==> src/rtl/me_host_if_if.sv <==
// Host byte stream and exponentiation-core operand/result bundle for me_host_if.
// slave is the block's view; master is the host/core side.
interface me_host_if_if;
   logic         in_valid;
   logic [7:0]   in_data;
   logic         in_ready;
   logic         out_valid;
   logic [7:0]   out_data;
   logic         out_ready;
   logic [255:0] N_o;
   logic [255:0] M_o;
   logic [255:0] d_o;
   logic         start_o;
   logic         ready_i;
   logic [255:0] S_i;
   logic         busy;

   modport slave (
      input  in_valid, in_data, out_ready, ready_i, S_i,
      output in_ready, out_valid, out_data, N_o, M_o, d_o, start_o, busy
   );

   modport master (
      output in_valid, in_data, out_ready, ready_i, S_i,
      input  in_ready, out_valid, out_data, N_o, M_o, d_o, start_o, busy
   );
endinterface

==> src/rtl/me_host_if.sv <==
// Loads N, M, d as 96 host bytes, pulses the core, returns S as 32 bytes.
// Unbounded latency (waits on core); in_ready only in LOAD; out_valid held through SEND stalls.
module me_host_if #(
   parameter int OP_BYTES = 32
) (
   input  logic         clk,
   input  logic         reset,
   me_host_if_if.slave  bus
);
   localparam int OP_W  = OP_BYTES * 8;
   localparam int BUF_W = 3 * OP_W;

   typedef enum logic [2:0] {
      LOAD, START, WAIT_LOW, WAIT_HIGH, CAPTURE, SEND
   } state_t;

   state_t             state, state_nxt;
   logic [BUF_W-1:0]   op_buf;
   logic [OP_W-1:0]    result;
   logic [6:0]         cnt;
   logic               in_xfer, out_xfer, last_in, last_out;

   assign in_xfer  = bus.in_valid  && (state == LOAD);
   assign out_xfer = bus.out_ready && (state == SEND);
   assign last_in  = (cnt == 7'(3 * OP_BYTES - 1));
   assign last_out = (cnt == 7'(OP_BYTES - 1));

   // Operands are read straight from the shift buffer; it only moves in LOAD.
   assign bus.N_o = op_buf[BUF_W-1 -: OP_W];
   assign bus.M_o = op_buf[2*OP_W-1 -: OP_W];
   assign bus.d_o = op_buf[OP_W-1:0];

   always_ff @(posedge clk or negedge reset) begin
      if (!reset) begin
         state <= LOAD;
      end else begin
         state <= state_nxt;
      end
   end

   always_comb begin
      state_nxt     = state;
      bus.in_ready  = 1'b0;
      bus.out_valid = 1'b0;
      bus.out_data  = 8'h00;
      bus.start_o   = 1'b0;
      bus.busy      = 1'b1;
      case (state)
         LOAD: begin
            bus.in_ready = 1'b1;
            bus.busy     = 1'b0;
            if (in_xfer && last_in) state_nxt = START;
         end
         START: begin
            bus.start_o = 1'b1;
            state_nxt   = WAIT_LOW;
         end
         // Core idles with ready high; wait for it to drop before looking for completion.
         WAIT_LOW:  if (!bus.ready_i) state_nxt = WAIT_HIGH;
         WAIT_HIGH: if (bus.ready_i)  state_nxt = CAPTURE;
         CAPTURE:   state_nxt = SEND;
         SEND: begin
            bus.out_valid = 1'b1;
            bus.out_data  = result[OP_W-1 -: 8];
            if (out_xfer && last_out) state_nxt = LOAD;
         end
         default:   state_nxt = LOAD;
      endcase
   end

   always_ff @(posedge clk or negedge reset) begin
      if (!reset) begin
         op_buf <= '0;
         result <= '0;
         cnt    <= '0;
      end else begin
         case (state)
            LOAD: begin
               if (in_xfer) begin
                  op_buf <= {op_buf[BUF_W-9:0], bus.in_data};
                  cnt    <= last_in ? 7'd0 : cnt + 7'd1;
               end
            end
            // S_i lags ready by one cycle, so it is sampled here rather than in WAIT_HIGH.
            CAPTURE: begin
               result <= bus.S_i;
               cnt    <= 7'd0;
            end
            SEND: begin
               if (out_xfer) begin
                  result <= {result[OP_W-9:0], 8'h00};
                  cnt    <= last_out ? 7'd0 : cnt + 7'd1;
               end
            end
            default: ;
         endcase
      end
   end
endmodule
==> src/flat_wrapper.sv <==
// flat-port wrapper written by rule: the top's interface ports become plain ports
module me_host_if_flat 
#(
   parameter int OP_BYTES = 32
)
  (clk, reset, bus_in_valid, bus_in_data, bus_out_ready, bus_ready_i, bus_S_i, bus_in_ready, bus_out_valid, bus_out_data, bus_N_o, bus_M_o, bus_d_o, bus_start_o, bus_busy);
  me_host_if_if bus_i ();
  input  logic clk;
  input  logic reset;
  input wire logic [$bits(bus_i.in_valid)-1:0] bus_in_valid;
  input wire logic [$bits(bus_i.in_data)-1:0] bus_in_data;
  input wire logic [$bits(bus_i.out_ready)-1:0] bus_out_ready;
  input wire logic [$bits(bus_i.ready_i)-1:0] bus_ready_i;
  input wire logic [$bits(bus_i.S_i)-1:0] bus_S_i;
  output wire logic [$bits(bus_i.in_ready)-1:0] bus_in_ready;
  output wire logic [$bits(bus_i.out_valid)-1:0] bus_out_valid;
  output wire logic [$bits(bus_i.out_data)-1:0] bus_out_data;
  output wire logic [$bits(bus_i.N_o)-1:0] bus_N_o;
  output wire logic [$bits(bus_i.M_o)-1:0] bus_M_o;
  output wire logic [$bits(bus_i.d_o)-1:0] bus_d_o;
  output wire logic [$bits(bus_i.start_o)-1:0] bus_start_o;
  output wire logic [$bits(bus_i.busy)-1:0] bus_busy;
  assign bus_i.in_valid = bus_in_valid;
  assign bus_i.in_data = bus_in_data;
  assign bus_i.out_ready = bus_out_ready;
  assign bus_i.ready_i = bus_ready_i;
  assign bus_i.S_i = bus_S_i;
  assign bus_in_ready = bus_i.in_ready;
  assign bus_out_valid = bus_i.out_valid;
  assign bus_out_data = bus_i.out_data;
  assign bus_N_o = bus_i.N_o;
  assign bus_M_o = bus_i.M_o;
  assign bus_d_o = bus_i.d_o;
  assign bus_start_o = bus_i.start_o;
  assign bus_busy = bus_i.busy;
  me_host_if #(.OP_BYTES(OP_BYTES)) u_core (.clk(clk), .reset(reset), .bus(bus_i));
endmodule
==> config.mk <==
export PLATFORM = sky130hd
export DESIGN_NAME = me_host_if_flat
export DESIGN_NICKNAME = d
export VERILOG_FILES = /design/src/rtl/me_host_if_if.sv /design/src/rtl/me_host_if.sv /design/src/flat_wrapper.sv
export SDC_FILE = /design/constraint.sdc
export NUM_CORES = 2
export LEC_CHECK = 0
export CAP_MARGIN = 20
export CORE_AREA = 3 3 403 405
export CTS_CLUSTER_DIAMETER = 200
export DETAILED_ROUTE_END_ITERATION = 10
export DIE_AREA = 0 0 406 408
export SYNTH_ARGS = -nofsm -noshare
export SYNTH_HDL_FRONTEND = slang
export SYNTH_SLANG_ARGS = --single-unit
==> constraint.sdc <==
create_clock -name clk -period 2 [get_ports clk]
set_input_delay 0.4 -clock clk [delete_from_list [all_inputs] [get_ports clk]]
set_output_delay 0.4 -clock clk [all_outputs]
set_load 0.02 [all_outputs]
==> metrics.md <==
| Metric | Value |
|---|---|
| Count of antenna-violating nets left after detailed routing | 0 |
| Critical Path, Cell by Cell | buf_4 > buf_8 > nor3_4 > and2_4 > buf_12 > buf_16 > buf_12 > buf_12 > clkbuf_16 > mux2_4 |
| Routed Wire Length | 150,500 um |
| Most frequent cell after synthesis | sky130_fd_sc_hd__dfrtp_1 |
| Setup tns final | -157.97 ns |
| Share of the core filled with cells in the final layout | 40.77% |
| Standby leakage power | 33.72 nW |
| Reg-to-reg slack, setup | -0.30 ns |
| Max rail drop VDD | 0.8960 mV |
| Largest net degree at the start of global routing | 91 |
| Final net count | 4,413 |
| Power after layout | 0.06979 W |
| Number of register bits inferred by synthesis | 1,034 |
| CTS tree | built |
| GR Util All Layers | 17.04% |
| Ratio of final minimum period to clock period | 115.0% |
| Share of cells above drive strength 1 | 35.60% |
| Chip width | 406 um |
| Unique cell type count in the Yosys netlist | 43 |
| Worst endpoint required time | 2.60 ns |
| Initial Util | 27.64% |
| Number of hold violations in the final report | 0 |
| Count of standard-cell rows | 146 |
| Synth warn | 0 |
| Tightest Pin Transition | 0.5088 ns |
| Synth Flop Type | sky130_fd_sc_hd__dfrtp_1 |
| Critical path fanouts, max | 7 |
| Post-route DRC violation count | 0 |
| Shortest clock period the worst path allows after layout | 2.300 ns |
| Sequential element share of the synthesized area | 58.97% |
| Count of port buffers added during placement | 1,048 |
| Initial antenna violation count | 41 |
| Power Density | 1078 mW/mm^2 |
| Layout Area Growth over Synthesis | 47.51% |
| Async S/R FF share, synth | 100.0% |
| Clock buffer depth | 3 |
| Placed cell areas | 0.05751 mm^2 |
| Post-synthesis area per instance | 15.68 um^2 |
| Worst clock skew | 0.03227 ns |
| RSZ-0062 raised after global routing | yes |
| Post-route standard cell area excluding fillers | 0.06472 mm^2 |
| Area of the die | 0.1656 mm^2 |
| Signal arrival time at the worst endpoint | 2.90 ns |
| Reg2reg end | u_core.op_buf[402]$_DFFE_PN0P_ |
| Vias per inst | 4.404 |
| Max frequency | 0.4348 GHz |
| CP endpoint kind | flop |
| Most area-hungry cell type in the Yosys netlist | sky130_fd_sc_hd__dfrtp_1 |
| Violations in the final reports | negative setup slack |
| Critical Path Source Type | flop |
| First-pass GRT wire length | 208,500 um |
| Final setup margin | -0.3000 ns |
| Level count of the clock H-tree | 3 |
| Slew Viols, Final | 0 |
| Syn Inst Count | 2,798 |
| Combined area of all synthesized cells | 0.04388 mm^2 |
| Max Cap Viol | 0 |
| Number of buffers inserted during clock tree synthesis | 113 |
| Routed via count | 27,880 |
| Leading post-synthesis cells by cell area | sky130_fd_sc_hd__dfrtp_1 (59%), sky130_fd_sc_hd__mux2_4 (21%), sky130_fd_sc_hd__mux2i_1 (5.7%) |
| Synthesized net count | 3,068 |
| Wire length per cell after detailed routing | 23.77 um |
| Number of buffer and inverter instances along the worst setup path | 7 |
| Top cell type's share of synthesized area | 58.97% |
| Final Wtd Congestion | 0.8768 |
| Pre-CTS WS | -0.4418 ns |
| Vias in the first global route | 28,802 |
| Cells on worst reg2reg path | 10 |
| Worst-skew pair later-pin latency | 0.71 ns |
| DR pass1 iterations | 5 |
| Worst rel slew slack | 66.08% |
| Core region area | 0.1587 mm^2 |
| CTS Root Buffer Type | sky130_fd_sc_hd__clkbuf_16 |
| Crit-path slowest cell | sky130_fd_sc_hd__dfrtp_1 |
| Result of the run | finished, violations left |
| Clock slew at the register clock pins of the worst setup and hold paths | 0.07 ns |
| Sink count of the clock tree | 1,034 |
| Critical Path Max Stage Delay | 0.38 ns |
| Most instantiated cells after synthesis | sky130_fd_sc_hd__dfrtp_1 (1,034), sky130_fd_sc_hd__mux2_4 (600), sky130_fd_sc_hd__nand2_1 (256) |
| Kind of path behind the tightest hold check | in2async |
| HPWL Detailed | 108,700 um |
| Start-to-end type of the worst setup path | reg2reg |
| Post-synth EDFFs | 0 |
| Grt total ovfl | 0 |
| Die height | 408 um |
| Cell occurring most often along the worst timing path | sky130_fd_sc_hd__buf_12 |
| IO Pins | 1,049 |
| CP top delay family | buffers and inverters |
| First-iteration detailed-routing DRC count | 1,648 |
| Reg2Reg Launch Point | u_core.state[2]$_DFFE_PN0P_ |
| Setup Viol. Count Final | 798 |
==> flip-flops by register name, summed over array words and instances, names as in the netlist <==
| name | flops |
|---|---|
| u_core.result | 256 |
| u_core.cnt | 7 |
| u_core.state | 3 |
| u_core.op_buf | 768 |
==> cell type report <==
type                            instances  area, um^2
Sequential cell                      1034       25910
Multi-Input combinational cell       1582       16510
Inverter                                8       38.79
Timing Repair Buffer                 1403       15470
Clock buffer                          163        3357
Fill cell                           14758       94020
Clock inverter                         48       784.5
Timing Repair inverter                  1       7.507
Tap cell                             2072        2592
Antenna cell                           19       47.55
==> logic make-up after synthesis <==
group	Yosys count	synth area share, %
flip-flops	1034	58.97
multiplexers	1016	30.50
AO/OA/AOI/OAI	284	3.527
AND/OR/NAND/NOR	280	2.546
buffers and inverters	182	4.408
XOR/XNOR	1	0.01996
adder cells (fa/ha/maj)	1	0.02851
==> how the worst max path moves through the flow <==
stage	from	to	slack [ns]	cells past startpoint
floorplan	u_core.state[0]$_DFFE_PN0P_	u_core.op_buf[147]$_DFFE_PN0P_	0.05	8
global placement	u_core.state[2]$_DFFE_PN0P_	u_core.result[43]$_DFFE_PN0P_	-0.42	8
detailed placement	u_core.state[2]$_DFFE_PN0P_	u_core.result[43]$_DFFE_PN0P_	-0.44	8
CTS	u_core.state[2]$_DFFE_PN0P_	bus_out_data[3]	-0.40	5
global route	u_core.state[2]$_DFFE_PN0P_	bus_out_data[0]	-0.40	5
finish	u_core.state[2]$_DFFE_PN0P_	u_core.op_buf[402]$_DFFE_PN0P_	-0.30	10
==> placed cells by master, fill, tap and decap left out, types with 3 or more instances in the layout <==
cell	Yosys	routed
sky130_fd_sc_hd__buf_16	0	23
sky130_fd_sc_hd__and2_4	0	9
sky130_fd_sc_hd__clkbuf_8	0	32
sky130_fd_sc_hd__buf_12	67	90
sky130_fd_sc_hd__clkdlybuf4s50_1	0	267
sky130_fd_sc_hd__buf_6	1	46
sky130_fd_sc_hd__mux2i_2	0	9
sky130_fd_sc_hd__a211oi_1	4	4
sky130_fd_sc_hd__diode_2	0	19
sky130_fd_sc_hd__bufinv_16	0	17
sky130_fd_sc_hd__clkinvlp_4	0	6
sky130_fd_sc_hd__clkinv_16	0	3
sky130_fd_sc_hd__clkinv_2	0	18
sky130_fd_sc_hd__mux2i_1	248	232
sky130_fd_sc_hd__clkdlybuf4s15_2	0	108
sky130_fd_sc_hd__dlygate4sd2_1	0	556
sky130_fd_sc_hd__inv_1	8	5
sky130_fd_sc_hd__mux2_4	600	666
sky130_fd_sc_hd__clkbuf_16	0	167
sky130_fd_sc_hd__mux2i_4	0	7
sky130_fd_sc_hd__a21o_1	4	4
sky130_fd_sc_hd__inv_6	0	6
sky130_fd_sc_hd__o21ai_0	250	248
sky130_fd_sc_hd__dfrtp_1	1034	1003
sky130_fd_sc_hd__dfrtp_2	0	31
sky130_fd_sc_hd__buf_8	0	24
sky130_fd_sc_hd__a22o_1	9	9
sky130_fd_sc_hd__clkbuf_1	29	17
sky130_fd_sc_hd__nand2_1	256	254
sky130_fd_sc_hd__buf_4	23	129
sky130_fd_sc_hd__mux2_2	168	102
sky130_fd_sc_hd__clkdlybuf4s15_1	0	102
==> what timing repair did <==
| item | in CTS | in global routing |
|---|---|---|
| pin swaps | 11 | 6 |
| hold buffers | 1 | 0 |
| gates cloned | 12 | 54 |
| endpoints found under the hold margin | 294 | 0 |
| setup buffers | 32 | 60 |
| gates resized for setup | 1266 | 210 |
| setup endpoints to repair | 1459 | 873 |
==> where the power goes <==
group | internal (W) | switching [W]
clock | 0.0139 | 0.00917
combinational | 0.0109 | 0.00929
sequential | 0.0241 | 0.00244
==> metal layers <==
| metal | global-route usage [%] | up-vias | wire length (um) |
|---|---|---|---|
| li1 | - | 12587 | - |
| met2 | 29.34 | 758 | 75590 |
| met3 | 4.455 | 243 | 9037 |
| met5 | 0 | - | 239 |
| met4 | 5.820 | 36 | 5143 |
| met1 | 20.52 | 14256 | 60490 |
==> stage by stage <==
| stage | hold slack, ns | std cells |
|---|---|---|
| after global placement | 0.3798 | 5951 |
| after CTS | 0.1834 | 6206 |
| final | 0.2576 | 6330 |
| after global routing | 0.2242 | 6322 |
| after detailed placement | 0.3801 | 5951 |
| after floorplan | 0.1044 | 2798 |
Power figures use the tool's default switching activity.
